--- config.mk ---
export PLATFORM = sky130hd
export DESIGN_NAME = multi_cycle_control
export DESIGN_NICKNAME = d
export VERILOG_FILES = /design/src/rtl/multi_cycle_control_pkg.sv /design/src/rtl/multi_cycle_control.sv
export SDC_FILE = /design/constraint.sdc
export NUM_CORES = 1
export LEC_CHECK = 0
export ABC_CLOCK_PERIOD_IN_PS = 3100
export BUFFER_PORTS_ARGS = -buffer_cell sky130_fd_sc_hd__buf_4
export CAP_MARGIN = 20
export CELL_PAD_IN_SITES_DETAIL_PLACEMENT = 1
export CELL_PAD_IN_SITES_GLOBAL_PLACEMENT = 2
export CORE_AREA = 5 5 63 54
export CTS_BUF_LIST = sky130_fd_sc_hd__clkbuf_16
export DETAILED_ROUTE_END_ITERATION = 8
export DIE_AREA = 0 0 68 59
export GPL_TIMING_DRIVEN = 0
export PLACE_DENSITY = 0.84
export SETUP_SLACK_MARGIN = 0.15
export SLEW_MARGIN = 20
export SYNTH_ARGS = -nofsm -noshare
export SYNTH_HDL_FRONTEND = slang
export SYNTH_SLANG_ARGS = --single-unit
--- constraint.sdc ---
create_clock -name clk -period 3.1 [get_ports clk]
set_input_delay 0 -clock clk [delete_from_list [all_inputs] [get_ports clk]]
set_output_delay 0 -clock clk [all_outputs]
set_load 0.02 [all_outputs]
--- src/rtl/multi_cycle_control_pkg.sv ---
// Shared encodings for the multi-cycle datapath: FSM states, opcodes, ALU op and
// operand-select codes, and the control-word bundle. Used by the controller and ALU decoder.
package multi_cycle_control_pkg;

  localparam int unsigned OPCODE_W = 6;
  localparam int unsigned ENC_W    = 4;

  typedef enum logic [ENC_W-1:0] {
    S_FETCH  = 4'd0,
    S_DECODE = 4'd1,
    S_MEMADR = 4'd2,
    S_MEMRD  = 4'd3,
    S_MEMWB  = 4'd4,
    S_MEMWR  = 4'd5,
    S_EXEC   = 4'd6,
    S_ALUWB  = 4'd7,
    S_BEQ    = 4'd8,
    S_ADDIEX = 4'd9,
    S_ADDIWB = 4'd10,
    S_JUMP   = 4'd11
  } state_e;

  localparam logic [OPCODE_W-1:0] OP_LW    = 6'b100011;
  localparam logic [OPCODE_W-1:0] OP_SW    = 6'b101011;
  localparam logic [OPCODE_W-1:0] OP_RTYPE = 6'b000000;
  localparam logic [OPCODE_W-1:0] OP_BEQ   = 6'b000100;
  localparam logic [OPCODE_W-1:0] OP_ADDI  = 6'b001000;
  localparam logic [OPCODE_W-1:0] OP_J     = 6'b000010;

  localparam logic [1:0] ALUOP_ADD   = 2'b00;
  localparam logic [1:0] ALUOP_SUB   = 2'b01;
  localparam logic [1:0] ALUOP_FUNCT = 2'b10;

  // ALU B operand: register, constant 4, sign-extended imm, shifted imm
  localparam logic [1:0] ALUB_REG  = 2'b00;
  localparam logic [1:0] ALUB_FOUR = 2'b01;
  localparam logic [1:0] ALUB_IMM  = 2'b10;
  localparam logic [1:0] ALUB_SHL  = 2'b11;

  localparam logic [1:0] PCSRC_ALU    = 2'b00;
  localparam logic [1:0] PCSRC_ALUOUT = 2'b01;
  localparam logic [1:0] PCSRC_JUMP   = 2'b10;

  typedef struct packed {
    logic       pc_write;
    logic       pc_write_cond;
    logic       i_or_d;
    logic       mem_read;
    logic       mem_write;
    logic       ir_write;
    logic       mem_to_reg;
    logic       reg_write;
    logic       reg_dst;
    logic       alu_src_a;
    logic [1:0] alu_src_b;
    logic [1:0] pc_source;
    logic [1:0] aluop;
    logic       instr_done;
    logic       illegal;
  } ctrl_t;

endpackage

--- src/rtl/multi_cycle_control.sv ---
// Multi-cycle MIPS-style main controller: one FSM, registered state, combinational controls.
// Optional ADDI support is enabled with `define MULTI_CYCLE_CONTROL_ADDI_EN.
module multi_cycle_control
  import multi_cycle_control_pkg::*;
#(
  parameter int unsigned STATE_W = 4
) (
  input  logic               clk,
  input  logic               rst,
  input  logic [5:0]         opcode,
  input  logic               mem_ready,
  output logic               pc_write,
  output logic               pc_write_cond,
  output logic               i_or_d,
  output logic               mem_read,
  output logic               mem_write,
  output logic               ir_write,
  output logic               mem_to_reg,
  output logic               reg_write,
  output logic               reg_dst,
  output logic               alu_src_a,
  output logic [1:0]         alu_src_b,
  output logic [1:0]         pc_source,
  output logic [1:0]         aluop,
  output logic               instr_done,
  output logic               illegal,
  output logic [STATE_W-1:0] state
);

  localparam logic [STATE_W-1:0] ST_FETCH  = STATE_W'(S_FETCH);
  localparam logic [STATE_W-1:0] ST_DECODE = STATE_W'(S_DECODE);
  localparam logic [STATE_W-1:0] ST_MEMADR = STATE_W'(S_MEMADR);
  localparam logic [STATE_W-1:0] ST_MEMRD  = STATE_W'(S_MEMRD);
  localparam logic [STATE_W-1:0] ST_MEMWB  = STATE_W'(S_MEMWB);
  localparam logic [STATE_W-1:0] ST_MEMWR  = STATE_W'(S_MEMWR);
  localparam logic [STATE_W-1:0] ST_EXEC   = STATE_W'(S_EXEC);
  localparam logic [STATE_W-1:0] ST_ALUWB  = STATE_W'(S_ALUWB);
  localparam logic [STATE_W-1:0] ST_BEQ    = STATE_W'(S_BEQ);
  localparam logic [STATE_W-1:0] ST_JUMP   = STATE_W'(S_JUMP);
`ifdef MULTI_CYCLE_CONTROL_ADDI_EN
  localparam logic [STATE_W-1:0] ST_ADDIEX = STATE_W'(S_ADDIEX);
  localparam logic [STATE_W-1:0] ST_ADDIWB = STATE_W'(S_ADDIWB);
`endif

  logic [STATE_W-1:0] state_q;
  logic [STATE_W-1:0] state_d;
  ctrl_t              ctrl;

  always_ff @(posedge clk) begin
    if (rst) state_q <= ST_FETCH;
    else     state_q <= state_d;
  end

  // Next state and control word; anything not set for a state stays 0
  always_comb begin
    ctrl    = '0;
    state_d = ST_FETCH;
    case (state_q)
      ST_FETCH: begin
        ctrl.mem_read  = 1'b1;
        ctrl.alu_src_b = ALUB_FOUR;
        ctrl.ir_write  = mem_ready;
        ctrl.pc_write  = mem_ready;
        state_d        = mem_ready ? ST_DECODE : ST_FETCH;
      end
      ST_DECODE: begin
        ctrl.alu_src_b = ALUB_SHL;
        case (opcode)
          OP_LW, OP_SW: state_d = ST_MEMADR;
          OP_RTYPE:     state_d = ST_EXEC;
          OP_BEQ:       state_d = ST_BEQ;
`ifdef MULTI_CYCLE_CONTROL_ADDI_EN
          OP_ADDI:      state_d = ST_ADDIEX;
`endif
          OP_J:         state_d = ST_JUMP;
          default:      ctrl.illegal = 1'b1;
        endcase
      end
      ST_MEMADR: begin
        ctrl.alu_src_a = 1'b1;
        ctrl.alu_src_b = ALUB_IMM;
        if (opcode == OP_LW)      state_d = ST_MEMRD;
        else if (opcode == OP_SW) state_d = ST_MEMWR;
      end
      ST_MEMRD: begin
        ctrl.i_or_d   = 1'b1;
        ctrl.mem_read = 1'b1;
        state_d       = mem_ready ? ST_MEMWB : ST_MEMRD;
      end
      ST_MEMWB: begin
        ctrl.mem_to_reg = 1'b1;
        ctrl.reg_write  = 1'b1;
        ctrl.instr_done = 1'b1;
      end
      ST_MEMWR: begin
        ctrl.i_or_d     = 1'b1;
        ctrl.mem_write  = 1'b1;
        ctrl.instr_done = mem_ready;
        state_d         = mem_ready ? ST_FETCH : ST_MEMWR;
      end
      ST_EXEC: begin
        ctrl.alu_src_a = 1'b1;
        ctrl.aluop     = ALUOP_FUNCT;
        state_d        = ST_ALUWB;
      end
      ST_ALUWB: begin
        ctrl.reg_dst    = 1'b1;
        ctrl.reg_write  = 1'b1;
        ctrl.instr_done = 1'b1;
      end
      ST_BEQ: begin
        ctrl.alu_src_a     = 1'b1;
        ctrl.aluop         = ALUOP_SUB;
        ctrl.pc_source     = PCSRC_ALUOUT;
        ctrl.pc_write_cond = 1'b1;
        ctrl.instr_done    = 1'b1;
      end
`ifdef MULTI_CYCLE_CONTROL_ADDI_EN
      ST_ADDIEX: begin
        ctrl.alu_src_a = 1'b1;
        ctrl.alu_src_b = ALUB_IMM;
        state_d        = ST_ADDIWB;
      end
      ST_ADDIWB: begin
        ctrl.reg_write  = 1'b1;
        ctrl.instr_done = 1'b1;
      end
`endif
      ST_JUMP: begin
        ctrl.pc_source  = PCSRC_JUMP;
        ctrl.pc_write   = 1'b1;
        ctrl.instr_done = 1'b1;
      end
      default: ;
    endcase
    // Reset silences every strobe in the same cycle, not just after the edge
    if (rst) ctrl = '0;
  end

  assign pc_write      = ctrl.pc_write;
  assign pc_write_cond = ctrl.pc_write_cond;
  assign i_or_d        = ctrl.i_or_d;
  assign mem_read      = ctrl.mem_read;
  assign mem_write     = ctrl.mem_write;
  assign ir_write      = ctrl.ir_write;
  assign mem_to_reg    = ctrl.mem_to_reg;
  assign reg_write     = ctrl.reg_write;
  assign reg_dst       = ctrl.reg_dst;
  assign alu_src_a     = ctrl.alu_src_a;
  assign alu_src_b     = ctrl.alu_src_b;
  assign pc_source     = ctrl.pc_source;
  assign aluop         = ctrl.aluop;
  assign instr_done    = ctrl.instr_done;
  assign illegal       = ctrl.illegal;
  assign state         = rst ? '0 : state_q;

endmodule

### Yosys cells after proc, flatten, opt, wreduce, memory -nomap -nowiden

Index checks and enable logic that the tools add are counted.

* register bits: 4
* output and inout port bits: 22

* reduce and logical (&&, ||, !) cells: 9
* multiplexer cells: 25
* eq/ne operators: 13

Operators by type and width (count)
* 4-bit case mux with 6 select lines: 1
* 18-bit 2-to-1 mux: 1
* 4-bit by 3-bit == test with 1-bit output (second input constant): 4
* 4-bit case mux with 4 select lines: 1
* 6-bit == test (second input constant): 2
* 1-bit 2-to-1 mux: 12
* 3-bit 2-to-1 mux: 3
* 4-bit by 2-bit == test with 1-bit output (second input constant): 2
* 4-bit == test (second input constant): 2
* 4-bit 2-to-1 mux: 2
* 2-bit case mux with 2 select lines: 2
* 2-bit OR reduction: 4
* 6-bit by 2-bit == test with 1-bit output (second input constant): 1
* 6-bit by 3-bit == test with 1-bit output (second input constant): 1
* 6-bit logical NOT: 1
* 2-bit case mux with 3 select lines: 1
* 5-bit OR reduction: 1
* 4-bit by 1-bit == test with 1-bit output (second input constant): 1
* 4-bit logical NOT: 1
* 1-bit case mux with 2 select lines: 2
* 4-bit OR reduction: 1
* 3-bit OR reduction: 1

### Logic depth before layout (Yosys ltp)

Gate-level depths: netlist of run 1.

* word-level depth: 5
* depth in mapped cells: 6
* depth with buffers taken out: 4

### Worst setup path after synthesis of run 1

Ideal clock, no wire load.

* path kind: register -> output
* start: reg state_q[3]
* end: out pc_source[0]
* path slack: 1.209 ns
* data required time: 3.100 ns
* cell stages (with the launch flop): 6
* arrival: 1.891 ns
* path through: dfxtp_1 > clkbuf_1 > nor2b_1 > nand2b_1 > nor3_1 > buf_4

* cells in the longest elaborated chain, start to end: 3
* elaborated cells on any way between the ends: 4

RTL lines
* start, declared: RTL line multi_cycle_control.sv:45 `logic [STATE_W-1:0] state_q;`
* start signal, assigned: RTL line multi_cycle_control.sv:51 `else state_q <= state_d;`
* 4-bit == test: RTL line multi_cycle_control.sv:58 `case (state_q)`
* 2-bit case mux with 2 select lines (*): RTL line multi_cycle_control.sv:58
* 18-bit 2-to-1 mux (*): RTL line multi_cycle_control.sv:137 `if (rst) ctrl = '0;`
* end, declared: RTL line multi_cycle_control.sv:23 `output logic [1:0] pc_source,`

Every way passes the cells marked *; elsewhere a longest branch is shown, timed or not.

### Worst setup path in the final report of run 1

* start: reg state_q[2]
* end: out pc_write

* cells in the longest elaborated chain, start to end: 3
* elaborated cells on any way between the ends: 4

RTL lines
* 4-bit == test / 4-bit logical NOT (equally long branches): RTL line multi_cycle_control.sv:58
* 1-bit case mux with 2 select lines (*): RTL line multi_cycle_control.sv:58
* 18-bit 2-to-1 mux (*): RTL line multi_cycle_control.sv:137
* end, declared: RTL line multi_cycle_control.sv:12 `output logic pc_write,`

Marks and branches as above.

==> impl_metrics.yaml, run 1 <==
yosys:
  yosysWarnings: 0
  synth_cell_types: 33
  syn-instance-count: 85
  synth_nets: 94
  yosysTopAreaCellShare_pct: 14.9
  synth.area.top_cells: "dfxtp_1 15%, nor2_1 10%, nor3_1 7.4%, nor2b_1 7.0%, nand2_1 5.6%"
  synth_mux_area_share_pct: 1.86
  synth_compound_area_share_pct: 16.7
  yosysSeqAreaShare_pct: 14.9
  synth-simple-area-share_pct: 52.8
  ys_async_sr_fraction_pct: 0
  synth_seq_cells: 4
  synth_top_area_cell: "dfxtp_1"
  synth_edf_count: 0
  synth.avg_cell_area_sq_um: 6.33
  synth-xor-area-share_pct: 4.88
  synth_top_family_by_area: "simple AND/OR/NAND/NOR gates"
  synth_ff_type: "dfxtp_1"
  yosys.area_share.adder_pct: 0
  synthesis.area_sq_um: 538
clock_network:
  htreeDepth: 1
  cts-root-buf: "clkbuf_16"
  cts_setup_buffers: 0
  cts_buffers: 3
  clk_latency_ns: 0.23
  cts_tree: "built"
  cts.clk_slew.worst_paths_ns: 0.03
  clockBufferDepth: 2
  postCtsHoldBufs: 1
  clock_sinks: 4
  cts_resized: 0
routing:
  post_drt_wl_per_cell_um: 13.2
  vias_per_cell: 4.59
  num_vias: 716
  dr.pass1.iters: 2
  drt-initial-drc-count: 15
  drc: 0
  postRouteAntennaNets: 0
  wl_mm: 2.05
sta:
  post-route-min-period_ns: 1.72
  max-slew-margin-rel_pct: 69.1
  maxClockFrequency_mhz: 582
  hold_violations: 0
  final_max_slew_viol_count: 0
  worst_pin_slew_ns: 0.464
  whs_ns: 0.0904
  grt_setup_unrepaired: "false"
  skew_ns: 0.00212
  tns_ns: 0
  setup_viol: 0
  fin_crit_sh_pct: 55.5
setup_path:
  reg2reg_slack_ns: 1.60
  critPathCaptureType: "output pin"
  cp-endpoint: "pc_write"
  path_delay_family: "simple AND/OR/NAND/NOR gates"
  cp.buffers_inverters: 2
  worstPathRequired_ns: 3.10
  start_kind: "flop"
  rr_worst_depth: 5
  crit_arrival_ns: 1.72
  r2r_start: "state_q[3]"
  reg2reg_to: "state_q[2]"
  critical-path-slowest-cell: "dfxtp_1"
  criticalPathCategory: "flop to output pin"
  max_stage_delay_ns: 0.36
  crit_fanout: 10
  worstSetupStartpoint: "state_q[2]"
  crit_chain: "clkbuf_1 > nor3_1 > and3_1 > or2_2 > buf_4"
  path_depth: 5
grt:
  grt_pass1_wl_mm: 3.45
  grt_pass1_vias: 728
  grt-ovfl-total: 0
  grt_max_degree: 11
  grt_use_total_pct: 11.2
  antenna_found_initial: 0
final_layout:
  num-nets-final: 129
  layout_commonest_cell: "buf_4"
  layout_top_registers: "state_q x4"
  drive_above_1_share_pct: 34.7
  largest_register_ffs: 4
  final_cell_area_sq_um: 888
  num_antenna_cells: 0
  layout_common_cells: "30 x buf_4, 15 x nor2_1, 8 x nor3_1, 8 x nand2_1, 6 x nor2b_1"
  fillers: 349
  fin_cells: 156
  regMostFlops: "state_q"
  synthToLayoutAreaGrowth_pct: 65.1
die:
  start_util_pct: 20.2
  die_area_sq_um: 4010
  fp.dieH_um: 59
  die_x_um: 68
  num_rows: 17
  core-area_sq_um: 2660
  io-pin-count: 31
placed_design:
  place_area_sq_um: 803
  hpwlAfterDp_mm: 1.59
  port_buffers: 29
  dp_cells: 152
  place.gp.congestion: 0.801
hold_path:
  hold_path.startpoint: "opcode[1]"
  hold_path.class: "input port to flop"
run_status:
  run_status: "completed"
pwr:
  p_seq_share_pct: 17.1
  p_total_uw: 310
  intPower_uw: 242
  irDropWorstVdd_v: 0.000156
  p_per_area_nw_per_um2: 349
  power_frac_comb_pct: 17.9
  power_frac_clock_pct: 64.9
  switching_share_pct: 21.9
  leakage_uw: 0.000386
  switching_power_uw: 67.9
job:
  maxCapViolCount: 0
cell usage after synthesis (2+ instances only):
library cell,count
nand3_1,3
nor2b_1,6
a31oi_1,2
o21ai_0,3
a21oi_1,2
and3_1,2
nor3_1,8
buf_2,2
clkbuf_1,4
dfxtp_1,4
nor2_1,15
nor4_1,2
nand2_1,8
xnor2_1,2
or3_1,2
nand2b_1,3
per-stage QoR:
step,util (%),setup WS [ns]
2_1_floorplan,-,1.21
3_3_place_gp,30.2,1.62
3_5_place_dp,30.2,1.60
4_1_cts,33.4,1.38
5_1_grt,33.4,1.23
6_report,33.4,1.38
cell type report:
class                   count  area [sq um]  share of cell area, %
multi-input cells          72           410                   46.2
clock buffers               3          75.1                   8.45
well taps                  38          47.5                   5.35
inverters                   1          3.75                  0.423
flip-flops and latches      4          80.1                   9.01
repair buffers             30           228                   25.6
plain buffers               8          43.8                   4.93
kinds of logic (layout without fill, tap and decap cells):
family | Yosys count | after routing
and+or+nand+nor | 55 | 55
xor gates and xnor gates | 3 | 3
DFF | 4 | 4
buffers and inverters | 9 | 42
AOI/OAI and AO/OA | 13 | 13
muxes | 1 | 1
worst reg2reg max path: stages (launching register included):
cell	delay, ns
dfxtp_1	0.28
clkbuf_1	0.23
nor2_2	0.26
nor4b_1	0.39
nand2_1	0.10
a31oi_1	0.17
layer usage:
layer,global-route usage [%],part of all wire (%),vias to the layer above
li1,-,-,364
met3,2.66,3.6,3
met5,0,0,-
met4,4.25,1.2,0
met2,18.0,48,11
met1,14.3,47,338
worst min-delay path by stage:
stage / endpoint / depth (start not counted) / slack [ns]
after global placement: state_q[3] / 2 / 0.23
after floorplan: state_q[3] / 1 / 0.08
after global routing: state_q[3] / 3 / 0.10
after detailed placement: state_q[3] / 2 / 0.23
final: state_q[3] / 3 / 0.09
after CTS: state_q[3] / 3 / 0.09
power groups by stage:
stage,clock (uW),sequential (uW),combinational [uW]
after floorplan,0,53.7,30.3
after global placement,0,53.7,53.7
after detailed placement,0,53.7,54.7
after CTS,205,53.0,56.1
after global routing,206,53.1,60.4
final,201,53.0,55.6
Note: power is estimated with default switching activity, not from simulation.
==> inputs of run 2 (changes only) <==
- ABC_AREA: unset -> 1
- ABC_CLOCK_PERIOD_IN_PS: 3100 -> 1480
- CORE_AREA: 5 5 63 54 -> 5 5 71 60
- DIE_AREA: 0 0 68 59 -> 0 0 76 65
- PLACE_DENSITY: 0.84 -> 0.76
- clock period: 3.1 -> 1.48 ns (I/O delays scaled with it)
==> impl_metrics.yaml, run 2 <==
clock_network:
  cts_buffers: 3
  htreeDepth: 1
  postCtsHoldBufs: 0
  clock_sinks: 4
  clockBufferDepth: 2
  cts-root-buf: "clkbuf_16"
  cts.clk_slew.worst_paths_ns: 0.03
  cts_tree: "built"
  clk_latency_ns: 0.23
yosys:
  synth_most_common_cell: "nor2_1"
  ys_async_sr_fraction_pct: 0
  yosysTopAreaCellShare_pct: 22.7
  synth.avg_cell_area_sq_um: 5.09
  yosysSeqAreaShare_pct: 15.1
  synth.area.top_cells: "nor2_1 23%, dfxtp_1 15%, nand2_1 12%, nand3_1 9.5%, inv_1 9.2%"
  synthesis.area_sq_um: 529
  synth_ff_type: "dfxtp_1"
  synth_seq_cells: 4
  synth_nets: 113
  syn-instance-count: 104
  yosysWarnings: 0
  synthTopCellsByCount: "32 x nor2_1, 17 x nand2_1, 13 x inv_1, 10 x nand3_1, 5 x inv_2"
  synth_edf_count: 0
  synth_top_area_cell: "nor2_1"
  synth_cell_types: 22
sta:
  hold_violations: 0
  post-route-min-period_ns: 1.29
  max-slew-margin-rel_pct: 86.2
  finalWorstSetupSlack_ns: 0.193
  tns_ns: 0
  setup_viol: 0
  worst_pin_slew_ns: 0.206
  maxClockFrequency_mhz: 777
  final_max_slew_viol_count: 0
  skew_ns: 0.00351
  grt_setup_unrepaired: "true"
  fin_crit_sh_pct: 87.0
routing:
  vias_per_cell: 4.17
  postRouteAntennaNets: 0
  post_drt_wl_per_cell_um: 11.5
  drt-initial-drc-count: 40
  drc: 0
  dr.pass1.iters: 4
  wl_mm: 2.10
  num_vias: 759
setup_path:
  critPathCaptureType: "output pin"
  worstPathRequired_ns: 1.48
  start_kind: "flop"
  worstSetupStartpoint: "state_q[0]"
  criticalPathCategory: "flop to output pin"
  reg2reg_slack_ns: 0.35
  crit_fanout: 5
  reg2reg_to: "state_q[2]"
  r2r_start: "state_q[3]"
  cp-endpoint: "instr_done"
  crit_arrival_ns: 1.29
  rr_worst_depth: 7
final_layout:
  fillers: 481
  layout_common_cells: "32 x buf_4, 29 x nor2_1, 14 x nand2_1, 12 x inv_1, 10 x nand3_1"
  fin_util_pct: 25.9
  layout_top_registers: "state_q x4"
  largest_register_ffs: 4
  drive_above_1_share_pct: 42.8
  synthToLayoutAreaGrowth_pct: 74.9
  layout_commonest_cell: "buf_4"
  num_antenna_cells: 0
  fin_cells: 182
  regMostFlops: "state_q"
  num-nets-final: 149
die:
  core-area_sq_um: 3580
  num_rows: 20
  die_area_sq_um: 4940
  fp.dieH_um: 65
  die_x_um: 76
  io-pin-count: 31
  start_util_pct: 14.8
pwr:
  leakage_uw: 0.000493
  p_total_uw: 652
  p_per_area_nw_per_um2: 704
  irDropWorstVdd_v: 0.000301
placed_design:
  port_buffers: 30
  dp_cells: 178
  dpl_worst_slack_ns: 0.272
  hpwlAfterDp_mm: 1.80
  place.gp.congestion: 0.794
job:
  maxCapViolCount: 0
grt:
  grt_max_degree: 11
  grt_pass1_wl_mm: 3.55
  grt_pass1_vias: 797
  antenna_found_initial: 0
  grt-ovfl-total: 0
  grt_use_total_pct: 8.64
hold_path:
  hold_path.class: "input port to flop"
run_status:
  run_status: "completed"
==> run 2: through the flow <==
stage	instance area, sq um	hold slack [ns]
5_1_grt	926	0.105
3_5_place_dp	810	0.314
3_3_place_gp	810	0.311
4_1_cts	921	0.0700
6_report	926	0.0677
2_1_floorplan	529	0.159
==> run 2: how the worst min path moves through the flow <==
| stage | start | endpoint | slack, ns | depth (start not counted) |
|---|---|---|---|---|
| after floorplan | opcode[3] | state_q[2] | 0.16 | 2 |
| after global placement | opcode[3] | state_q[2] | 0.31 | 3 |
| after detailed placement | opcode[3] | state_q[2] | 0.31 | 3 |
| after CTS | opcode[3] | state_q[2] | 0.07 | 3 |
| after global routing | opcode[3] | state_q[2] | 0.10 | 3 |
| final | opcode[3] | state_q[2] | 0.07 | 3 |
==> run 2: what timing repair did <==
item,in CTS,in global routing
pin swaps,1,1
gates cloned,0,0
endpoints found under the setup margin,9,10
gates resized for setup,11,3
setup buffers,1,0
==> run 2: routing by layer <==
| layer | vias up | track usage [%] | part of all wire [%] |
|---|---|---|---|
| met1 | 337 | 9.70 | 43 |
| met5 | - | 0 | 0 |
| met4 | 0 | 4.22 | 2.2 |
| met2 | 28 | 14.0 | 45 |
| li1 | 390 | - | - |
| met3 | 4 | 3.75 | 9.0 |
==> run 2: logic make-up after synthesis <==
logic type	synth area share, %
AOI/OAI and AO/OA	10.9
buffers and inverters	16.1
DFF	15.1
and+or+nand+nor	57.9
==> run 2: power breakdown <==
part	total [uW]	switching [uW]	internal, uW
clock	426	80.8	346
sequential	113	3.70	109
combinational	113	67.6	45.1
==> run 2: critical path, cell delays in order, from the launching register on <==
cell	delay, ns
dfxtp_2	0.34
inv_1	0.09
nand2_1	0.11
nand2_2	0.09
nand2_1	0.06
a41oi_1	0.19
buf_4	0.17
==> run 2: final cells by class <==
class	count	area, sq um	share of cell area, %
multi-input combinational	79	389	42.0
inverter	18	70.1	7.57
clock buffer	3	75.1	8.11
tap	44	55.1	5.95
timing repair buffer	31	233	25.1
buffer	3	17.5	1.89
sequential	4	86.3	9.32
